`config.mk`:
```
export PLATFORM = sky130hd
export DESIGN_NAME = multicycle_control_unit
export DESIGN_NICKNAME = d
export VERILOG_FILES = /design/src/rtl/multicycle_control_unit.sv
export SDC_FILE = /design/constraint.sdc
export NUM_CORES = 1
export LEC_CHECK = 0
export BUFFER_PORTS_ARGS = -buffer_cell sky130_fd_sc_hd__buf_2
export CAP_MARGIN = 0
export CORE_UTILIZATION = 35
export DETAILED_ROUTE_END_ITERATION = 16
export GPL_TIMING_DRIVEN = 1
export HOLD_SLACK_MARGIN = 0.12
export PLACE_DENSITY = 0.55
export SYNTH_ARGS = -nofsm -noshare
export SYNTH_HDL_FRONTEND = slang
export SYNTH_SLANG_ARGS = --single-unit
```
`constraint.sdc`:
```
create_clock -name clk -period 2.5 [get_ports clk]
set_clock_uncertainty 0.1 [all_clocks]
set_input_delay 0.125 -clock clk [delete_from_list [all_inputs] [get_ports clk]]
set_output_delay 0.125 -clock clk [all_outputs]
set_load 0.02 [all_outputs]
```
`src/rtl/multicycle_control_unit.sv`:
```
// Control FSM for the multicycle RV32I core: sequences the shared ALU and the
// unified memory port one instruction at a time, with a memory-wait timeout.
module multicycle_control_unit #(
  parameter int unsigned TIMEOUT_CYCLES = 15,
  parameter int unsigned CNT_W          = 8
) (
  input  logic       clk,
  input  logic       reset,
  input  logic [6:0] opcode_i,
  input  logic       branch_cond_i,
  input  logic       mem_ready_i,
  output logic       pc_write_o,
  output logic       ir_write_o,
  output logic       i_or_d_o,
  output logic       mem_read_o,
  output logic       mem_write_o,
  output logic       reg_write_o,
  output logic       mem_to_reg_o,
  output logic [1:0] alu_src_a_o,
  output logic [1:0] alu_src_b_o,
  output logic [2:0] alu_op_o,
  output logic       pc_src_o,
  output logic       illegal_o,
  output logic       bus_error_o,
  output logic [3:0] state_o
);

  typedef enum logic [3:0] {
    S_FETCH     = 4'd0,
    S_DECODE    = 4'd1,
    S_EXEC_R    = 4'd2,
    S_EXEC_I    = 4'd3,
    S_EXEC_U    = 4'd4,
    S_ALU_WB    = 4'd5,
    S_MEM_ADDR  = 4'd6,
    S_MEM_READ  = 4'd7,
    S_MEM_WB    = 4'd8,
    S_MEM_WRITE = 4'd9,
    S_BRANCH    = 4'd10,
    S_HALT      = 4'd11
  } state_e;

  localparam logic [6:0] OPC_R      = 7'b0110011;
  localparam logic [6:0] OPC_I      = 7'b0010011;
  localparam logic [6:0] OPC_LOAD   = 7'b0000011;
  localparam logic [6:0] OPC_STORE  = 7'b0100011;
  localparam logic [6:0] OPC_LUI    = 7'b0110111;
  localparam logic [6:0] OPC_BRANCH = 7'b1100011;

  localparam logic [2:0] ALU_OP_R   = 3'b000;
  localparam logic [2:0] ALU_OP_IS  = 3'b001;
  localparam logic [2:0] ALU_OP_U   = 3'b010;
  localparam logic [2:0] ALU_OP_ADD = 3'b011;
  localparam logic [2:0] ALU_OP_B   = 3'b100;

  localparam logic [1:0] SRC_A_PC    = 2'b00;
  localparam logic [1:0] SRC_A_RS1   = 2'b01;
  localparam logic [1:0] SRC_A_OLDPC = 2'b10;
  localparam logic [1:0] SRC_B_RS2   = 2'b00;
  localparam logic [1:0] SRC_B_FOUR  = 2'b01;
  localparam logic [1:0] SRC_B_IMM   = 2'b10;

  localparam logic [CNT_W-1:0] TERM_CNT = CNT_W'(TIMEOUT_CYCLES - 1);

  state_e           state_q, state_d;
  logic [CNT_W-1:0] cnt_q, cnt_d;
  logic             bus_error_q, bus_error_d;
  logic             mem_state;
  logic             opc_legal;

  assign mem_state = (state_q == S_FETCH) || (state_q == S_MEM_READ) ||
                     (state_q == S_MEM_WRITE);

  always_comb begin
    opc_legal = 1'b1;
    unique case (opcode_i)
      OPC_R, OPC_I, OPC_LOAD, OPC_STORE, OPC_LUI, OPC_BRANCH: opc_legal = 1'b1;
      default:                                                opc_legal = 1'b0;
    endcase
  end

  // Next-state, wait counter and sticky bus-error update
  always_comb begin
    state_d     = state_q;
    bus_error_d = bus_error_q;
    cnt_d       = cnt_q;

    case (state_q)
      S_FETCH:    if (mem_ready_i) state_d = S_DECODE;
      S_DECODE: begin
        case (opcode_i)
          OPC_R:                state_d = S_EXEC_R;
          OPC_I:                state_d = S_EXEC_I;
          OPC_LOAD, OPC_STORE:  state_d = S_MEM_ADDR;
          OPC_LUI:              state_d = S_EXEC_U;
          OPC_BRANCH:           state_d = S_BRANCH;
          default:              state_d = S_FETCH;
        endcase
      end
      S_EXEC_R, S_EXEC_I, S_EXEC_U: state_d = S_ALU_WB;
      S_ALU_WB:   state_d = S_FETCH;
      S_MEM_ADDR: state_d = (opcode_i == OPC_LOAD) ? S_MEM_READ : S_MEM_WRITE;
      S_MEM_READ: if (mem_ready_i) state_d = S_MEM_WB;
      S_MEM_WB:   state_d = S_FETCH;
      S_MEM_WRITE: if (mem_ready_i) state_d = S_FETCH;
      S_BRANCH:   state_d = S_FETCH;
      S_HALT:     state_d = S_HALT;
      default:    state_d = S_HALT;
    endcase

    // A ready on the terminal-count cycle takes priority over the timeout
    if (mem_state && !mem_ready_i && (cnt_q == TERM_CNT)) begin
      state_d     = S_HALT;
      bus_error_d = 1'b1;
    end

    if (state_d != state_q) begin
      cnt_d = '0;
    end else if (mem_state && !mem_ready_i) begin
      cnt_d = cnt_q + CNT_W'(1);
    end
  end

  always_ff @(posedge clk or negedge reset) begin
    if (!reset) begin
      state_q     <= S_FETCH;
      cnt_q       <= '0;
      bus_error_q <= 1'b0;
    end else begin
      state_q     <= state_d;
      cnt_q       <= cnt_d;
      bus_error_q <= bus_error_d;
    end
  end

  // Moore decode of the datapath controls; only the handshake-qualified
  // enables look at live inputs so they can fire on the ready cycle.
  always_comb begin
    pc_write_o   = 1'b0;
    ir_write_o   = 1'b0;
    i_or_d_o     = 1'b0;
    mem_read_o   = 1'b0;
    mem_write_o  = 1'b0;
    reg_write_o  = 1'b0;
    mem_to_reg_o = 1'b0;
    alu_src_a_o  = SRC_A_PC;
    alu_src_b_o  = SRC_B_RS2;
    alu_op_o     = ALU_OP_ADD;
    pc_src_o     = 1'b0;
    illegal_o    = 1'b0;

    case (state_q)
      S_FETCH: begin
        mem_read_o  = 1'b1;
        alu_src_a_o = SRC_A_PC;
        alu_src_b_o = SRC_B_FOUR;
        pc_write_o  = mem_ready_i;
        ir_write_o  = mem_ready_i;
      end
      S_DECODE: begin
        alu_src_a_o = SRC_A_OLDPC;
        alu_src_b_o = SRC_B_IMM;
        illegal_o   = !opc_legal;
      end
      S_EXEC_R: begin
        alu_src_a_o = SRC_A_RS1;
        alu_src_b_o = SRC_B_RS2;
        alu_op_o    = ALU_OP_R;
      end
      S_EXEC_I: begin
        alu_src_a_o = SRC_A_RS1;
        alu_src_b_o = SRC_B_IMM;
        alu_op_o    = ALU_OP_IS;
      end
      S_EXEC_U: begin
        alu_src_a_o = SRC_A_RS1;
        alu_src_b_o = SRC_B_IMM;
        alu_op_o    = ALU_OP_U;
      end
      S_ALU_WB: begin
        reg_write_o = 1'b1;
      end
      S_MEM_ADDR: begin
        alu_src_a_o = SRC_A_RS1;
        alu_src_b_o = SRC_B_IMM;
        alu_op_o    = ALU_OP_IS;
      end
      S_MEM_READ: begin
        i_or_d_o   = 1'b1;
        mem_read_o = 1'b1;
      end
      S_MEM_WB: begin
        reg_write_o  = 1'b1;
        mem_to_reg_o = 1'b1;
      end
      S_MEM_WRITE: begin
        i_or_d_o    = 1'b1;
        mem_write_o = 1'b1;
      end
      S_BRANCH: begin
        alu_src_a_o = SRC_A_RS1;
        alu_src_b_o = SRC_B_RS2;
        alu_op_o    = ALU_OP_B;
        pc_src_o    = 1'b1;
        pc_write_o  = branch_cond_i;
      end
      default: ;
    endcase
  end

  assign bus_error_o = bus_error_q;
  assign state_o     = state_q;

endmodule
```
==> results.ini <==
[routing]
wire_per_inst_um = 12.75
drc = 0
first_pass_iters = 4
drt-vias-per-instance = 5.057
drt_iter0_drc = 23
antenna_left = 0
drt_wl_total_um = 2703
via_count = 1072

[global_route]
grt.met2_usage_pct = 28.08
grt_usage_pct = 17.00
antenna_found_initial = 0
grt_first_pass_wirelength_um = 4560
grt-busiest-layer = met2
grt_util_met3_pct = 2.198
grt_pass1_vias = 986
gr-total-overflow = 0
use_met1_pct = 23.94
grt_max_degree = 14

[synthesis]
synth_simple_gate_area_share_pct = 31.42
synth_area_mm2 = 0.001131
yosysWarningCount = 0
syn_area_per_cell_um2 = 8.634
synth.distinct_cells = 47
ys.flop_type = dfrtp_1
synth_xor_area_share_pct = 8.407
async_flop_share_pct = 100.0
ys_seq_elements = 13
synth_top_family_by_area = simple AND/OR/NAND/NOR gates
synth_edf_count = 0
synth-seq-area-share_pct = 28.76
synth-compound-area-share_pct = 23.78
synth_adder_area_share_pct = 2.212
muxShareOfSynthArea_pct = 0
synthCells = 131
syn-num-nets = 144

[run_status]
run_status = completed

[pwr]
p_sw_uw = 83.38
power_density_mw_per_mm2 = 260.7
p_sw_share_pct = 22.54
irDropWorstVdd_v = 0.0001025
p_int_uw = 286.6
pwr-share-seq_pct = 56.8
p_leak_uw = 0.0006588
clkPwrFrac_pct = 34.5
pwr-share-comb_pct = 8.7

[setup_path]
cp_slowest_cell = dfrtp_1
slowest_delay_ns = 0.61
path_cells = nor2b_1 > a32oi_2 > o22ai_2 > a21oi_2 > xor2_2 > a2111oi_2
r2r_end = cnt_q[1]
critPathCaptureType = flop
rr_worst_depth = 6
arrival_ns = 2.40
ff2ff_setup_slack_ns = 0.17
critPathKind = reg2reg
cp_max_fo = 11
crit_start = state_o[2]
critPathCapture = cnt_q[1]
start_kind = flop
rr_startpoint = state_o[2]
required_ns = 2.57

[sta]
report.final.setup_viol = 0
max_freq_mhz = 428.8
fin_crit_sh_pct = 93.28
hold_viol_final = 0
rsz0062_at_grt = false
timing.final.ws_setup_ns = 0.1680
drv_slew = 0
slew-limit-headroom_pct = 71.05
hold_ws_ns = 0.1594
worst_slew_pin_slew_ns = 0.4326
period_needed_ns = 2.332
tns_ns = 0

[placed_design]
preCtsSetupSlack_ns = 0.1531
io_buffers = 31
gp_congestion = 0.7912
dp_hpwl_um = 2096

[run]
max_cap_violations = 0

[clocking]
clkTransAtPathRegs_ns = 0.08
htreeDepth = 1
cts_buffers = 3
post_cts_buffers = 0
cts-root-buf = clkbuf_4
cts_buffer_depth = 2
cts.sinks = 13
clk_latency_ns = 0.27
cts_tree = done

[min_path]
min-delay-path-class = in2async

[final_layout]
syn_to_final_growth_pct = 25.44
antenna_cells = 0
drive_gt1_share_pct = 34.52
final_nets = 182
final_util_pct = 46.48

[floorplanning]
core_mm2 = 0.003053
die_h_um = 58.85
floorplan.die_area_mm2 = 0.003463
chipWidth_um = 58.85
io_pins = 32
initial_utilization_pct = 37.05
num_rows = 20

## stage by stage
step	power, uW	instances	area (um2)
after floorplan	225.3	131	1140
after global routing	385.5	212	1419
after detailed placement	243.0	205	1356
final	370.0	212	1419
after global placement	242.8	205	1356
after CTS	374.8	212	1413
## placed cells by master (no fill, tap or decap), types with 2 or more instances in the layout
master,synthesis,final
and2_1,2,2
a21oi_1,9,9
o21a_1,2,2
clkbuf_4,0,3
buf_2,1,31
and3_1,2,2
nand4_1,2,2
nor2_1,14,14
nand2b_1,3,3
nand3b_1,2,2
xor2_1,5,5
nand3_1,5,5
nor2b_1,2,2
inv_1,6,6
a31oi_1,2,2
nand2_1,8,8
xnor2_1,4,4
nor3_1,10,10
buf_4,1,6
ha_1,2,2
o21ai_0,6,6
dlygate4sd3_1,0,3
dfrtp_1,13,12
nor4b_2,3,2
## cells in the mapped netlist (3+ instances only)
library cell / n / area share (%)
nand2b_1: 3 / 1.7
nor3_1: 10 / 4.4
nor4b_2: 3 / 4.0
nor2_1: 14 / 4.6
nand3_1: 5 / 2.2
xor2_1: 5 / 3.9
clkbuf_1: 3 / 1.0
xnor2_1: 4 / 3.1
a21oi_1: 9 / 4.0
nand2_1: 8 / 2.7
o21ai_0: 6 / 2.7
inv_1: 6 / 2.0
dfrtp_1: 13 / 29
## worst min path at each step
stage                       end  slack (ns)  cells past startpoint
floorplan           bus_error_o       -0.27                      0
global placement     state_o[0]       -0.08                      1
detailed placement     cnt_q[1]       -0.07                      1
CTS                  state_o[0]        0.17                      2
global route           cnt_q[5]        0.20                      2
finish                 cnt_q[1]        0.16                      2
## final cells by class
class	count	area, um2
fillers	322	1634
inverters	6	22.52
multi-input cells	105	758.2
well taps	44	55.05
flip-flops and latches	13	326.6
clock buffers	4	26.28
repair buffers	40	230.2
## critical path, delay by kind of cell (launching register included)
family / cells / cell delay, ns
compound gates: 4 / 1.03
xor+xnor: 1 / 0.22
flops: 1 / 0.61
simple gates: 1 / 0.27
## power groups by stage
stage               registers [uW]  logic [uW]  clock network (uW)
floorplan                      214        11.0                   0
global placement               214        28.5                   0
detailed placement             214        28.7                   0
CTS                            210        32.5                 132
global route                   210        37.1                 138
finish                         210        32.3                 128
## timing repair
action,4_1_cts,5_1_grt
gates resized for setup,0,2
endpoints found under the setup margin,0,8
hold buffers,3,0
hold endpoints to repair,14,0
## kinds of logic (layout without fill, tap and decap cells)
group | count (synthesis) | count (layout)
adders and majority gates | 2 | 2
buffers and inverters | 13 | 50
and+or+nand+nor | 61 | 61
xor gates and xnor gates | 10 | 10
AOI/OAI and AO/OA | 32 | 32
DFF | 13 | 13
## registers in the layout (all words and copies together), names as in the netlist
| name | cells |
|---|---|
| bus_error_o | 1 |
| state_o | 4 |
| cnt_q | 8 |
## routing by layer
| metal | up-vias | routed length (um) |
|---|---|---|
| met4 | 0 | 0 |
| met1 | 502 | 1351 |
| met5 | - | 0 |
| met3 | 0 | 93 |
| met2 | 24 | 1258 |
| li1 | 546 | - |
Note: power is estimated with default switching activity, not from simulation.
